--- config.mk ---
export PLATFORM = sky130hd
export DESIGN_NAME = fir_tap_sequencer
export DESIGN_NICKNAME = d
export VERILOG_FILES = /design/src/rtl/fir_tap_sequencer.sv
export SDC_FILE = /design/constraint.sdc
export NUM_CORES = 1
export LEC_CHECK = 0
export ABC_AREA = 0
export ABC_CLOCK_PERIOD_IN_PS = 3450
export CAP_MARGIN = 20
export CORE_MARGIN = 3
export CORE_UTILIZATION = 35
export CTS_CLUSTER_SIZE = 20
export DETAILED_ROUTE_END_ITERATION = 6
export PLACE_DENSITY_LB_ADDON = 0.3
export SYNTH_ARGS = -nofsm -noshare
export SYNTH_HDL_FRONTEND = slang
export SYNTH_SLANG_ARGS = --single-unit
--- constraint.sdc ---
create_clock -name clk -period 3.45 [get_ports clk]
set_input_delay 0.8625 -clock clk [delete_from_list [all_inputs] [get_ports clk]]
set_output_delay 0.8625 -clock clk [all_outputs]
set_load 0.01 [all_outputs]
--- src/rtl/fir_tap_sequencer.sv ---
// Sequencer for the 64-tap FIR datapath. It accepts a sample, strobes the delay
// pipeline, sweeps the tap index for the MAC and hands the result downstream.
module fir_tap_sequencer #(
    parameter int NUM_TAPS    = 64,
    parameter int COUNT_WIDTH = 6
) (
    input  logic                   clk,
    input  logic                   rst,
    input  logic                   i_sample_valid,
    output logic                   o_sample_ready,
    output logic                   phase_63,
    output logic [COUNT_WIDTH-1:0] current_count,
    output logic                   acc_clear,
    output logic                   acc_enable,
    output logic                   o_result_valid,
    input  logic                   i_result_ready,
    output logic                   o_busy
);
    typedef enum logic [1:0] {IDLE, LOAD, RUN, DONE} state_t;

    localparam logic [COUNT_WIDTH-1:0] LAST_TAP = COUNT_WIDTH'(NUM_TAPS - 1);

    state_t                 r_state;
    logic [COUNT_WIDTH-1:0] r_count;
    logic                   r_sample_ready;
    logic                   r_phase;
    logic                   r_clear;
    logic                   r_enable;
    logic                   r_result_valid;
    logic                   r_busy;

    // Outputs are registered alongside the state they belong to, so each
    // branch loads the output values of the state being entered.
    always_ff @(posedge clk) begin
        if (rst) begin
            r_state        <= IDLE;
            r_count        <= '0;
            r_sample_ready <= 1'b0;
            r_phase        <= 1'b0;
            r_clear        <= 1'b0;
            r_enable       <= 1'b0;
            r_result_valid <= 1'b0;
            r_busy         <= 1'b0;
        end else begin
            r_sample_ready <= 1'b0;
            r_phase        <= 1'b0;
            r_clear        <= 1'b0;
            case (r_state)
                IDLE: begin
                    if (i_sample_valid) begin
                        r_state        <= LOAD;
                        r_sample_ready <= 1'b1;
                        r_phase        <= 1'b1;
                        r_busy         <= 1'b1;
                    end
                end
                LOAD: begin
                    r_state  <= RUN;
                    r_count  <= '0;
                    r_enable <= 1'b1;
                    r_clear  <= 1'b1;
                end
                RUN: begin
                    if (r_count == LAST_TAP) begin
                        r_state        <= DONE;
                        r_count        <= '0;
                        r_enable       <= 1'b0;
                        r_result_valid <= 1'b1;
                    end else begin
                        r_count <= r_count + 1'b1;
                    end
                end
                DONE: begin
                    if (i_result_ready) begin
                        r_result_valid <= 1'b0;
                        // Back-to-back: a waiting sample is taken straight from DONE.
                        if (i_sample_valid) begin
                            r_state        <= LOAD;
                            r_sample_ready <= 1'b1;
                            r_phase        <= 1'b1;
                        end else begin
                            r_state <= IDLE;
                            r_busy  <= 1'b0;
                        end
                    end
                end
                default: begin
                    r_state        <= IDLE;
                    r_count        <= '0;
                    r_enable       <= 1'b0;
                    r_result_valid <= 1'b0;
                    r_busy         <= 1'b0;
                end
            endcase
        end
    end

    assign o_sample_ready = r_sample_ready;
    assign phase_63       = r_phase;
    assign current_count  = r_count;
    assign acc_clear      = r_clear;
    assign acc_enable     = r_enable;
    assign o_result_valid = r_result_valid;
    assign o_busy         = r_busy;

endmodule

After elaboration in Yosys (flattened, before gate mapping)

Cells that the tools add are included.

Eq/ne operators: 8
Muxes and demuxes: 20
Reduce and logical (&&, ||, !) cells: 8
$add $sub $neg: 1

Operator list:

| operator              | count |
|---|---|
| $pmux W6 S2           | 1 |
| $mux W1               | 10 |
| $ne A2 B2 Y1 const B  | 4 |
| $pmux W1 S2           | 4 |
| $pmux W2 S4           | 1 |
| $add A6 B1 Y6 const B | 1 |
| $eq A6 B6 Y1 const B  | 1 |
| $mux W2               | 3 |
| $mux W6               | 1 |
| $reduce_and A3 Y1     | 2 |
| $reduce_bool A2 Y1    | 3 |
| $eq A2 B2 Y1 const B  | 2 |
| $reduce_and A4 Y1     | 1 |
| $eq A2 B1 Y1 const B  | 1 |
| $logic_not A2 Y1      | 1 |
| $reduce_and A2 Y1     | 1 |

Output and inout port bits: 12
Word-level logic and storage cells: 44
Bits in registers: 13
Input port bits: 4

Longest topological paths before layout

Gate-level depths: netlist (run 1).

Depth in word-level cells: 3
Depth in mapped cells: 6
Mapped depth without buffers: 6

Worst setup path before layout (run 1)

No wires, ideal clock.

Kind: input -> register
From: input port i_sample_valid
To: register r_state[0]
Setup time: 124 ps
Arrival time: 1,339 ps
Data required time: 3,326 ps
Setup slack: 1,987 ps
Path buffers: 0
Stages on the path: 4
Cell sequence: nand2b_1 o2111ai_2 o21ai_0 o31ai_1

Longest elaborated chain between the ends: 3
Elaborated cells on any way between the ends: 5
Those cells by class: eq/ne: 1; mux: 3; reduce/logical: 1

RTL lines:

| item                 | line | text |
|---|---|---|
| from (decl)          | 9    | `input logic i_sample_valid,` |
| $mux W1              | 77   | `if (i_sample_valid) begin` |
| $mux W2              | 74   | `if (i_result_ready) begin` |
| $pmux W2 S4          | 48   | `case (r_state)` |
| to (signal assigned) | 51   | `r_state <= LOAD;` |
| to (signal assigned) | 78   | `r_state <= LOAD;` |
| to (signal assigned) | 82   | `r_state <= IDLE;` |
| to (decl)            | 23   | `state_t r_state;` |

Parallel ways exist; a longest one is shown, timed or not. The select of a mux whose other input is x is not followed.
A chain may end at the register's enable or synchronous reset.

Worst setup path after layout (run 1)

From: register r_count[5] (netlist: current_count[5])
To: output port current_count[5]

RTL lines:

| item                   | line | text |
|---|---|---|
| from (decl)            | 24   | `logic [COUNT_WIDTH-1:0] r_count;` |
| from (signal assigned) | 70   | `r_count <= r_count + 1'b1;` |
| to (decl)              | 12   | `output logic [COUNT_WIDTH-1:0] current_count,` |

No word-level cell between the ends.

==> results.json, run 1 <==
{
  "vias": 610,
  "ctsLongestPathBuffers": 2,
  "cts_tree": "built",
  "place.gp.congestion": 0.797,
  "ys_types": 28,
  "grt_pass1_wl_um": 2490,
  "fin_skew_ps": 3.42,
  "antenna_found_initial": 0,
  "initial_utilization": 0.390,
  "drv_cap": 0,
  "grtUsageTotal": 0.128,
  "yosysWarnings": 0,
  "seq_area_um2": 260,
  "final_layout_size_suffix_gt1_frac": 0.0737,
  "portBuffers": 15,
  "syn-num-nets": 88,
  "cts_resized": 0,
  "layout_commonest_cell": "clkdlybuf4s50_1",
  "worst_slew_pin_slew_ps": 514,
  "nets": 105,
  "hold_buffers": 0,
  "finalSetupViolCount": 0,
  "netlist_instances": 79,
  "relSlewSlack": 0.656,
  "avgSynthCellArea_um2": 8.90,
  "syn2layout_area_growth_pct": 25.4,
  "wl_um": 1370,
  "yosys_register_bits": 13,
  "critPathBufInv": 1,
  "die_y_um": 50.8,
  "hold_viol": 0,
  "finalPower_mw": 0.540,
  "die_w_um": 50.8,
  "hold_class": "reg2reg",
  "end_kind": "primary output",
  "multi_input_area_um2": 395,
  "fmax_mhz": 459,
  "grt-ovfl-total": 0,
  "worstPathRequired_ps": 2590,
  "antenna_cells": 0,
  "cts_max_level": 1,
  "drc": 0,
  "rsz0062_at_grt": "no",
  "synth_area_um2": 703,
  "firstDrtPassIters": 4,
  "fin_crit_sh": 0.631,
  "post_drt_wl_per_cell_um": 11.4,
  "crit_path_max_incr_delay_ps": 580,
  "nFillCells": 178,
  "start_kind": "flop",
  "outcome": "complete, no violations",
  "first_iter_violations": 4,
  "cts_buffers": 3,
  "arrival_ps": 1310,
  "final_max_slew_viol_count": 0,
  "clkSlewWorstSetupHoldPaths_ps": 80,
  "grt_max_degree": 15,
  "path_cells": "clkdlybuf4s50_1",
  "total_leakage_power_nw": 0.317,
  "power_density_nw_per_um2": 612,
  "layout_common_cells": "clkdlybuf4s50_1 (15), dfxtp_1 (13), a21oi_1 (9)",
  "tns_ps": 0,
  "path_class": "reg2out",
  "clk-insertion-delay-late_ps": 270,
  "fp-row-count": 15,
  "post_cts_buffers": 0,
  "path_max_fanout": 8,
  "die_area_um2": 2580,
  "period_needed_ps": 2180,
  "avgViaCountPerCell": 5.08,
  "core_um2": 1800,
  "crit_slowest_cell": "clkdlybuf4s50_1",
  "clock_sinks": 13,
  "dp_hpwl_um": 993,
  "io-pin-count": 16,
  "peakVddDrop_mv": 0.367,
  "critical_path.top_delay_family": "buffers and inverters",
  "synth_seq_area_share": 0.370,
  "ctsRootBufferMaster": "clkbuf_4",
  "postRouteAntennaNets": 0,
  "first_global_vias": 593
}
==> synth_stat cells (all sizes together) <==
cell / n / area share
and2: 1 / 0.0089
nor2: 6 / 0.032
a211oi: 1 / 0.011
clkbuf: 1 / 0.020
o31ai: 2 / 0.021
nand3: 5 / 0.036
nand3b: 1 / 0.011
nor2b: 1 / 0.0089
buf: 2 / 0.021
or2b: 1 / 0.012
a21o: 1 / 0.011
nand2: 1 / 0.0053
and4: 1 / 0.016
and3: 2 / 0.018
inv: 5 / 0.027
dfxtp: 13 / 0.37
a31oi: 2 / 0.018
or3: 1 / 0.0089
a22oi: 2 / 0.021
nor3b: 1 / 0.011
a2111oi: 1 / 0.021
nor4b: 1 / 0.012
a21oi: 9 / 0.064
mux2i: 1 / 0.014
nand2b: 7 / 0.062
ha: 5 / 0.089
o2111ai: 1 / 0.021
o21ai: 4 / 0.028
==> sequential cells by signal, summed over array words and instances, names as in the netlist <==
register	count
phase_63	1
o_busy	1
current_count	6
o_result_valid	1
acc_enable	1
acc_clear	1
r_state	2
==> cell families (layout without fill, tap and decap cells) <==
kind of cell / count (synthesis) / after routing / share of synthesized area
muxes: 1 / 1 / 0.0142
and+or+nand+nor: 29 / 29 / 0.242
adders and majority gates: 5 / 5 / 0.0890
AOI/OAI and AO/OA: 23 / 23 / 0.217
DFF: 13 / 13 / 0.370
buffers and inverters: 8 / 24 / 0.0676
==> path summary, 6_finish.rpt <==
| path | from | endpoint | slack, ps | cells past startpoint |
|---|---|---|---|---|
| worst max-delay path | current_count[5]$_SDFFE_PP0P_ | current_count[5] | 1270 | 1 |
| worst min register to register | o_result_valid$_SDFFE_PP0P_ | o_result_valid$_SDFFE_PP0P_ | 490 | 2 |
| worst max register to register | r_state[1]$_SDFFE_PP0P_ | current_count[5]$_SDFFE_PP0P_ | 1770 | 5 |
| worst min-delay path | o_result_valid$_SDFFE_PP0P_ | o_result_valid$_SDFFE_PP0P_ | 490 | 2 |
==> metrics by stage <==
step	utilization	instance area, um^2	hold WS [ps]	std cells	setup WS, ps
after global routing	0.490	882	548	120	1210
after global placement	0.475	856	481	116	1400
after floorplan	-	703	504	79	1990
after detailed placement	0.475	856	482	116	1350
after CTS	0.490	882	497	120	1270
final	0.490	882	490	120	1270
==> report_power, final <==
group / switching (mW) / internal [mW]
logic: 0.135 / 0.113
clock network: 0.0512 / 0.0448
registers: 0.0194 / 0.176
total: 0.205 / 0.335
==> cell type report <==
| cell class | count | area share |
|---|---|---|
| timing repair buffer | 15 | 0.170 |
| inverter | 5 | 0.0213 |
| tap | 25 | 0.0355 |
| clock buffer | 4 | 0.0298 |
| sequential | 13 | 0.295 |
| multi-input combinational | 58 | 0.448 |
==> layer usage <==
layer	global-route usage	vias up	part of all wire
li1	-	317	-
met1	0.157	272	0.49
met2	0.189	15	0.44
met3	0.0292	6	0.050
met4	0.103	0	0.019
met5	0	-	0
No activity file was read; power rests on OpenSTA's default activity.
==> inputs of run 2 (changes only) <==
--- a/config.mk
+++ b/config.mk
@@ -6,7 +6,7 @@
 export NUM_CORES = 1
 export LEC_CHECK = 0
 export ABC_AREA = 0
-export ABC_CLOCK_PERIOD_IN_PS = 3450
+export ABC_CLOCK_PERIOD_IN_PS = 1910
 export CAP_MARGIN = 20
 export CORE_MARGIN = 3
 export CORE_UTILIZATION = 35
==> constraint.sdc (replaced) <==
create_clock -name clk -period 1.91 [get_ports clk]
set_input_delay 0.4775 -clock clk [delete_from_list [all_inputs] [get_ports clk]]
set_output_delay 0.4775 -clock clk [all_outputs]
set_load 0.01 [all_outputs]
==> results.json, run 2 (synthesized netlist as in run 1, its figures left out) <==
{
  "outcome": "complete, no violations",
  "die_area_um2": 2580,
  "wl_um": 1280,
  "path_max_fanout": 8,
  "syn2layout_area_growth_pct": 27.6,
  "cts_tree": "built",
  "dp_hpwl_um": 971,
  "critical_path.top_delay_family": "buffers and inverters",
  "firstDrtPassIters": 4,
  "placed_cells": 118,
  "total_leakage_power_nw": 0.327,
  "crit_path_max_incr_delay_ps": 580,
  "layout_commonest_cell": "clkdlybuf4s50_1",
  "relSlewSlack": 0.756,
  "fin_crit_sh": 0.934,
  "fmax_mhz": 560,
  "post_drt_wl_per_cell_um": 10.5,
  "die_w_um": 50.8,
  "grt_pass1_wl_um": 2200,
  "portBuffers": 15,
  "post_cts_buffers": 0,
  "reg2reg_depth": 5,
  "avgViaCountPerCell": 4.76,
  "worstPathRequired_ps": 1430,
  "finalSetupViolCount": 0,
  "finalPower_mw": 0.991,
  "cts_resized": 0,
  "final_cells": 122,
  "rsz0062_at_grt": "no",
  "final_max_slew_viol_count": 0,
  "fp-row-count": 15,
  "grt-ovfl-total": 0,
  "cts_buffers": 3,
  "postRouteAntennaNets": 0,
  "nets": 107,
  "grt_max_degree": 11,
  "multi_input_area_um2": 395,
  "path_class": "reg2out",
  "path_cells": "clkdlybuf4s50_1",
  "path_depth": 1,
  "first_global_vias": 511,
  "final_layout_size_suffix_gt1_frac": 0.0928,
  "place.gp.congestion": 0.785,
  "clk-insertion-delay-late_ps": 270,
  "initial_utilization": 0.390,
  "layout_common_cells": "clkdlybuf4s50_1 (15), dfxtp_1 (13), a21oi_1 (9)",
  "seq_area_um2": 260,
  "antenna_found_initial": 0,
  "clkSlewWorstSetupHoldPaths_ps": 80,
  "clock_sinks": 13,
  "crit_slowest_cell": "clkdlybuf4s50_1",
  "hold_depth": 2,
  "core_um2": 1800,
  "nFillCells": 185,
  "vias": 581,
  "start_kind": "flop",
  "fin_skew_ps": 2.20,
  "first_iter_violations": 7,
  "peakVddDrop_mv": 0.594,
  "hold_viol": 0,
  "critPathBufInv": 1,
  "cts_max_level": 1,
  "io-pin-count": 16,
  "arrival_ps": 1310,
  "ctsRootBufferMaster": "clkbuf_4",
  "antenna_cells": 0,
  "worst_slew_pin_slew_ps": 366,
  "ctsLongestPathBuffers": 2,
  "power_density_nw_per_um2": 1110,
  "hold_buffers": 0,
  "tns_ps": 0,
  "hold_class": "reg2reg",
  "end_kind": "primary output",
  "largest_reg_flops": 6,
  "period_needed_ps": 1780,
  "drv_cap": 0,
  "die_y_um": 50.8,
  "grtUsageTotal": 0.110,
  "drc": 0
}
-- run 2: cell types whose count changed in the layout (fill, tap and decap cells not counted), sizes merged --
cell and delta:
buf +2
-- run 2: final timing paths --
| check | startpoint | to | slack [ps] |
|---|---|---|---|
| worst max-delay path | current_count[5]$_SDFFE_PP0P_ | current_count[5] | 130 |
| worst min-delay path | o_result_valid$_SDFFE_PP0P_ | o_result_valid$_SDFFE_PP0P_ | 490 |
| worst max register to register | current_count[0]$_SDFFE_PP0P_ | current_count[3]$_SDFFE_PP0P_ | 390 |
| worst min register to register | o_result_valid$_SDFFE_PP0P_ | o_result_valid$_SDFFE_PP0P_ | 490 |
-- run 2: per-stage QoR --
stage	cell area (um^2)	worst slack, ps	hold WS [ps]	util
2_1_floorplan	703	528	504	-
3_3_place_gp	871	251	476	0.483
3_5_place_dp	871	218	479	0.483
4_1_cts	897	114	494	0.498
5_1_grt	897	52.7	535	0.498
6_report	897	125	493	0.498
-- run 2: power by group --
group / leakage, nW / switching [mW] / internal (mW)
combinational: 0.206 / 0.241 / 0.225
sequential: 0.106 / 0.0358 / 0.319
clock: 0.0150 / 0.0902 / 0.0807
total: 0.327 / 0.367 / 0.624
-- run 2: layout make-up --
class                      instances  area share
clock buffer                       4      0.0293
tap                               25      0.0349
sequential                        13       0.290
multi-input combinational         58       0.441
inverter                           5      0.0209
timing repair buffer              17       0.184
-- run 2: layer usage --
layer	routed length, um	track usage
met1	715	0.168
met2	509	0.152
met3	38	0.0262
met4	13	0.0269
met5	0	0
==> inputs of run 3 (changes only) <==
--- a/config.mk
+++ b/config.mk
@@ -16,3 +16,4 @@
 export SYNTH_ARGS = -nofsm -noshare
 export SYNTH_HDL_FRONTEND = slang
 export SYNTH_SLANG_ARGS = --single-unit
+export TNS_END_PERCENT = 50
==> constraint.sdc (replaced) <==
create_clock -name clk -period 1.91 [get_ports clk]
set_input_delay 0.382 -clock clk [delete_from_list [all_inputs] [get_ports clk]]
set_output_delay 0.382 -clock clk [all_outputs]
set_load 0.01 [all_outputs]
==> results of run 3 <==
The final DEF is identical to that of run 2. Status: complete, no violations.
Among the figures that moved: setup slack after placement 218 ps -> 314 ps; setup slack after layout 125 ps -> 221 ps
==> edit (flow settings as in run 3) <==
`COUNT_WIDTH`: 6 -> 12.
--- a/src/rtl/fir_tap_sequencer.sv
+++ b/src/rtl/fir_tap_sequencer.sv
@@ -3,5 +3,5 @@
 module fir_tap_sequencer #(
     parameter int NUM_TAPS    = 64,
-    parameter int COUNT_WIDTH = 6
+    parameter int COUNT_WIDTH = 12
 ) (
     input  logic                   clk,
Ports: changed (resized current_count); port bits go from 16 to 22. No check against the original RTL was run, so the function may have changed too.
==> edit against run 3 <==
Largest cell class unchanged. Wire length rose by 62%. Area after synthesis rose by 35%. Clock power rose by 20%. Global-route usage rose by 1.8 points. Total power rose by 22%. Worst setup slack got worse by 0.17 ns. Count of clock-buffer cells in the layout did not move. Sequential cell count rose by 6. Design area rose by 47%.
==> edit: results (changes against run 3) <==
status = complete, no violations (unchanged)
routed length on met2 = 978 um (was 509 um)
hold worst-path end = o_busy$_SDFFE_PP0P_ (was o_result_valid$_SDFFE_PP0P_)
mux share of post-synthesis cell area = 2.11% (was 1.42%)
Leak Pwr = 0.000479 uW (was 0.000327 uW)
Worst EP arrival = 2.06 ns (was 1.31 ns)
Worst-Skew Late Latency = 0.30 ns (was 0.27 ns)
period utilization = 97.4% (was 88.4%)
reg-to-reg endpoint = current_count[10]$_SDFFE_PP0P_ (was current_count[3]$_SDFFE_PP0P_)
Setup Skew = 0.00540 ns (was 0.00220 ns)
synth top area cells = dfxtp_1 (40%), ha_1 (6.6%), nor2_1 (4.7%), xnor2_1 (4.6%), xor2_1 (4.6%) (was dfxtp_1 (37%), ha_1 (8.9%), a21oi_1 (6.4%), nand2b_1 (6.2%), nand3_1 (3.6%))
met1 WL = 979 um (was 715 um)
fillcell total = 244 (was 185)
largest net degree at the start of global routing = 13 (was 11)
met3 wire len = 92 um (was 38 um)
WHS = 0.509 ns (was 0.493 ns)
vias in the first global route = 823 (was 511)
final WL = 2060 um (was 1280 um)
slowest stage cell, crit path = or4b_4 (was clkdlybuf4s50_1)
vias per inst = 5.03 (was 4.76)
DP Worst Slack = 0.00693 ns (was 0.314 ns)
GR Layer Usage met1 = 16.3% (was 16.8%)
Clock Power Share = 17.0% (was 17.2%)
Slew HR = 79.1% (was 75.6%)
postcts setup bufs = 1 (was 0)
Sequential Power = 489 uW (was 355 uW)
Slowest Stage Delay on Critical Path = 0.45 ns (was 0.58 ns)
GP Congestion = 0.738 (was 0.785)
max reg flops = 12 (was 6)
maximum VDD drop = 0.000769 V (was 0.000594 V)
CP Max Fanout = 10 (was 8)
[edit: final cells by class]
cell class	count	area (um2)	share of cell area (%)
clock buffer	4	26.3	1.99
inverter	4	15.0	1.14
multi-input combinational	83	553	41.9
sequential	19	388	29.4
tap	30	37.5	2.84
timing repair buffer	33	300	22.7
[edit: worst max-delay path by stage]
stage	startpoint	end	cells after the start
2_1_floorplan	current_count[1]$_SDFFE_PP0P_	r_state[0]$_SDFFE_PP0P_	5
4_1_cts	current_count[1]$_SDFFE_PP0P_	r_state[0]$_SDFFE_PP0P_	5
3_3_place_gp	current_count[1]$_SDFFE_PP0P_	r_state[0]$_SDFFE_PP0P_	5
6_report	current_count[1]$_SDFFE_PP0P_	current_count[10]$_SDFFE_PP0P_	7
5_1_grt	current_count[1]$_SDFFE_PP0P_	current_count[3]$_SDFFE_PP0P_	7
3_5_place_dp	current_count[1]$_SDFFE_PP0P_	r_state[0]$_SDFFE_PP0P_	5
